[config.mk]
export PLATFORM = sky130hd
export DESIGN_NAME = grf_write_arbiter
export DESIGN_NICKNAME = d
export VERILOG_FILES = /design/src/rtl/grf_write_arbiter.sv
export SDC_FILE = /design/constraint.sdc
export NUM_CORES = 1
export LEC_CHECK = 0
export CORE_MARGIN = 5
export CORE_UTILIZATION = 34
export CTS_CLUSTER_DIAMETER = 200
export DETAILED_ROUTE_END_ITERATION = 12
export GPL_TIMING_DRIVEN = 0
export PLACE_DENSITY_LB_ADDON = 0.12
export SLEW_MARGIN = 0
export SYNTH_ARGS = -nofsm -noshare
export SYNTH_HDL_FRONTEND = slang
export SYNTH_SLANG_ARGS = --single-unit
[constraint.sdc]
create_clock -name clk -period 2.5 [get_ports clk]
set_clock_uncertainty 0.1 [all_clocks]
set_input_delay 0.75 -clock clk [delete_from_list [all_inputs] [get_ports clk]]
set_output_delay 0.75 -clock clk [all_outputs]
set_load 0.1 [all_outputs]
[src/rtl/grf_write_arbiter.sv]
// Two-port write arbiter for the general register file. Round-robin grant,
// one-cycle registered write stage, in-flight busy mask and contention counter.
module grf_write_arbiter #(
  parameter int DATA_W = 32,
  parameter int ADDR_W = 5,
  parameter int CNT_W  = 16
) (
  input  logic                   clk,
  input  logic                   rst,
  input  logic                   req0_valid,
  input  logic [ADDR_W-1:0]      req0_addr,
  input  logic [DATA_W-1:0]      req0_data,
  output logic                   req0_ready,
  input  logic                   req1_valid,
  input  logic [ADDR_W-1:0]      req1_addr,
  input  logic [DATA_W-1:0]      req1_data,
  output logic                   req1_ready,
  output logic                   WE,
  output logic [ADDR_W-1:0]      RegAddr,
  output logic [DATA_W-1:0]      WD,
  output logic [(1<<ADDR_W)-1:0] busy_mask,
  output logic [CNT_W-1:0]       conflict_cnt
);

  function automatic logic [CNT_W-1:0] sat_inc(input logic [CNT_W-1:0] v);
    return (&v) ? v : v + {{(CNT_W-1){1'b0}}, 1'b1};
  endfunction

  logic              elig0, elig1, zero0, zero1;
  logic              grant0, grant1;
  logic              rr_ptr_q, rr_ptr_d;
  logic              we_q, we_d;
  logic [ADDR_W-1:0] addr_q, addr_d;
  logic [DATA_W-1:0] data_q, data_d;
  logic [CNT_W-1:0]  cnt_q, cnt_d;

  // Address 0 is hardwired in the register file: accept and drop it without
  // letting it compete for the write port.
  always_comb begin
    elig0  = req0_valid && (req0_addr != '0);
    elig1  = req1_valid && (req1_addr != '0);
    zero0  = req0_valid && (req0_addr == '0);
    zero1  = req1_valid && (req1_addr == '0);
    grant0 = elig0 && (!elig1 || !rr_ptr_q);
    grant1 = elig1 && (!elig0 ||  rr_ptr_q);
    req0_ready = !rst && (grant0 || zero0);
    req1_ready = !rst && (grant1 || zero1);
  end

  always_comb begin
    rr_ptr_d = rr_ptr_q;
    we_d     = grant0 || grant1;
    addr_d   = addr_q;
    data_d   = data_q;
    cnt_d    = cnt_q;
    if (grant0) begin
      rr_ptr_d = 1'b1;
      addr_d   = req0_addr;
      data_d   = req0_data;
    end else if (grant1) begin
      rr_ptr_d = 1'b0;
      addr_d   = req1_addr;
      data_d   = req1_data;
    end
    if (elig0 && elig1) cnt_d = sat_inc(cnt_q);
  end

  // Output stage: single registered write toward the register file
  always_ff @(posedge clk) begin
    if (rst) begin
      rr_ptr_q <= 1'b0;
      we_q     <= 1'b0;
      addr_q   <= '0;
      data_q   <= '0;
      cnt_q    <= '0;
    end else begin
      rr_ptr_q <= rr_ptr_d;
      we_q     <= we_d;
      addr_q   <= addr_d;
      data_q   <= data_d;
      cnt_q    <= cnt_d;
    end
  end

  always_comb begin
    busy_mask = '0;
    if (we_q) busy_mask[addr_q] = 1'b1;
  end

  assign WE           = we_q;
  assign RegAddr      = addr_q;
  assign WD           = data_q;
  assign conflict_cnt = cnt_q;

endmodule

==> metrics.md <==
| Metric | Value |
|---|---|
| Layout area overhead | `85.4%` |
| Setup WS pre-CTS | `-1.91 ns` |
| Die height | `a little over 100 um` |
| Max Cap Viol | `0` |
| # setup viols final | `2` |
| Worst R2R Path Depth | `5` |
| Compound-gate portion of the synthesized area | `19.5%` |
| Mux cell area share after synthesis | `1.97%` |
| Endpoint class of the critical path | `output pin` |
| DRT Wirelength | `10.2 mm` |
| P_sw | `1040 uW` |
| Min-Delay Endpoint | `WD[9]` |
| Worst Path Arrival | `2.17 ns` |
| Worst EP required | `1.65 ns` |
| Die area | `10100 um2` |
| Worst min-delay path class | `register to register` |
| Min Tclk post-route | `roughly 3 ns` |
| Pleak | `0.00210 uW` |
| Post-Syn Area per Cell | `about 7.5 um2` |
| Setup TNS | `-0.991 ns` |
| DRC | `0` |
| Yosys cell types | `44` |
| Max Clk Rate | `between 0.3 and 0.4 GHz` |
| Relative slew slack | `33.0%` |
| Worst Tran Pin Value | `around 1.0 ns` |
| CTS Hold Bufs | `0` |
| Crit-path max FO | `4` |
| Synth Area in Simple Gates | `about a third` |
| CP startpoint kind | `primary input` |
| Core area | `8090 um2` |
| Hold_sp | `WD[9]` |
| First-pass GRT wire length | `16.2 mm` |
| Via count | `about 3.3k` |
| Synth Cell Area | `2790 um2` |
| Final RePlAce weighted congestion | `roughly 0.81` |
| RR Endpoint | `conflict_cnt[15]` |
| Post-synth EDFFs | `0` |
| 1st-iter DRT viols | `75` |
| Hold path cells | `2` |
| Tot GR Track Use | `19.4%` |
| Num rows | `33` |
| Internal | `1430 uW` |
| Post-synthesis sequential area ratio | `39.4%` |
| CTS Buf Count | `5` |
| Initial antenna violation count | `0` |
| Clock Sinks | `55` |
| Status | `complete, but fails checks` |
| Final Hold Fails | `0` |
| Top post-synthesis cells by area | `dfxtp_1 39%, nor2_1 12%, a311oi_1 10%, nand2_1 9.4%, a21oi_1 3.0%` |
| Vias per cell | `5.08` |
| Yosys top cell by area | `dfxtp_1` |
| Die Span X | `between 100 and 150 um` |
| Initial core utilization | `34.5%` |
| Largest net degree at the start of global routing | `17` |
| Crit path cell chain | `buf_6, or4_4, o211ai_1, nor2_2, nor3b_4, buf_12` |
| Synth Flop Type | `dfxtp_1` |
| Worst Path Class, Setup | `primary input to output pin` |
| Top-area cell type share of the netlist area | `between 30% and 40%` |
| Vias in the first global route | `3333` |
| Largest family of logic cells by synthesized area | `simple AND/OR/NAND/NOR gates` |
| Switching share of power | `a little over two fifths` |
| DR WL/cell | `between 15 and 20 um` |
| Adder-cell share of the synthesized area | `0.448%` |
| Asr flop ratio synth | `0%` |
| Final WS setup | `-0.523 ns` |
| R2R Setup Slk | `0.33 ns` |
| #FFs+latches synth | `55` |
| Reg power frac | `39.3%` |
| CTS tree | `done` |
| Layout cells sized above 1 | `26.9%` |
| Period utilization | `121%` |
| Slowest stage delay, CP | `0.56 ns` |
| Post-Synth XOR/XNOR Area | `0.941%` |
| Fill cell count | `approximately 750` |
| Synth Instances | `between 300 and 400` |
| Slew Limit Fails | `0` |
| H-tree levels | `2` |
| Worst R2R Start | `conflict_cnt[7]` |
| Clock transition at path regs | `~0.10 ns` |
| Failing checks | `negative setup slack` |
| Clk network pwr share | `between 20% and 30%` |
| PwrDens | `478 nW/um2` |
| Clock Tree Root | `clkbuf_8` |
| PortBufs | `163` |
| Synthesis Warnings | `0` |
| Number of I/O pins | `166` |
| Post-route antenna net violation count | `0` |
| Clk Latency, worst-skew pair | `0.30 ns` |
| Clock Path Buffers | `2` |
| Drt first pass iters | `4` |
| Combinational share of power | `40.6%` |
| Post-layout net count | `628` |
| Antenna Cells | `0` |
| RSZ-0062 raised after global routing | `yes` |
| Crit path max-delay cell type | `or4_4` |
| GRT overflow | `0` |
| Worst vdd ir | `around 0.00030 V` |
| Synthesized Nets | `around 450` |
| Dpl hpwl | `7.72 mm` |
==> cell families after synthesis <==
group	count (synthesis)
AO/OA/AOI/OAI	70
XOR/XNOR	3
adder cells (fa/ha/maj)	1
buffers and inverters	30
flip-flops	55
multiplexers	5
AND/OR/NAND/NOR	206
==> power groups by stage <==
stage,Combinational (uW),Sequential (uW),Clock [uW]
after global placement,1010,987,0
after floorplan,303,1390,0
after global routing,1050,981,550
after detailed placement,1010,990,0
final,1000,972,497
after CTS,1010,969,510
==> cell usage after synthesis, types with 2 or more instances <==
library cell,number
a2111oi_0,6
clkbuf_1,13
o31ai_1,2
nand3b_1,5
nor2b_1,6
nand2b_1,2
buf_2,9
mux2_2,3
or4_4,2
dfxtp_1,55
nor3_1,3
nand3_1,11
xnor2_1,2
nand2_1,70
or3_1,3
o21ai_0,3
nor2_1,86
nor3b_1,2
or3b_2,3
and3_1,2
a21oi_1,17
a311oi_1,32
inv_1,3
or4_1,3
buf_4,4
nand4_1,5
==> cells in the final DEF (no fill, tap or decap), types with 12 or more instances in the layout <==
cell type,instances
clkdlybuf4s50_1,67
nand2_1,68
a311oi_1,30
buf_6,13
buf_2,12
dfxtp_1,42
buf_4,20
nor2_4,32
dlygate4sd2_1,48
a21oi_1,17
nor2_1,52
==> registers in the layout (all words and copies together), names as in the netlist <==
register	cells
rr_ptr_q	1
RegAddr	5
WD	32
conflict_cnt	16
WE	1
==> critical path: cells and delay by family <==
kind	cells	cell delay [ns]
simple gates	3	0.86
buf+inv	2	0.29
compound gates	1	0.26
==> timing repair <==
item / in CTS / in global routing
gates cloned: 0 / 0
setup endpoints to repair: 138 / 67
gates resized for setup: 330 / 34
pin swaps: 9 / 5
buffers inserted: 10 / 0
==> final cells by class <==
class | instances | area [um2] | area share, %
tap | 105 | 131 | 2.54
sequential | 55 | 1130 | 21.9
multi-input combinational | 285 | 1900 | 36.7
timing repair buffer | 173 | 1730 | 33.5
buffer | 26 | 181 | 3.50
clock inverter | 1 | 8.76 | 0.169
clock buffer | 7 | 76.3 | 1.47
inverter | 3 | 11.3 | 0.218
==> routing by layer <==
metal	up-vias	share of wire, %	GRT usage [%]
met5	-	0	0
met4	0	0.73	3.94
met3	4	7.8	5.81
met2	113	51	34.0
met1	1542	40	23.5
li1	1670	-	-
==> worst max path at each step <==
stage                 start         end  cells after the start
2_1_floorplan  req0_addr[2]  req1_ready                      4
3_3_place_gp   req0_addr[2]  req1_ready                      6
3_5_place_dp   req0_addr[2]  req1_ready                      6
4_1_cts        req1_addr[4]  req0_ready                      6
5_1_grt        req1_addr[4]  req0_ready                      6
6_report       req1_addr[4]  req0_ready                      6
==> stage by stage <==
| stage | utilization [%] | hold WS, ns | cell area, um2 | std cells | total power (uW) |
|---|---|---|---|---|---|
| 3_3_place_gp | 60.7 | 0.385 | 4910 | 638 | 1990 |
| 6_report | 64.0 | 0.400 | 5180 | 655 | 2470 |
| 2_1_floorplan | - | 0.446 | 3150 | 370 | 1690 |
| 5_1_grt | 64.0 | 0.431 | 5180 | 655 | 2590 |
| 4_1_cts | 63.0 | 0.403 | 5100 | 656 | 2490 |
| 3_5_place_dp | 60.7 | 0.391 | 4910 | 638 | 2000 |
No activity file was read; power rests on OpenSTA's default activity.
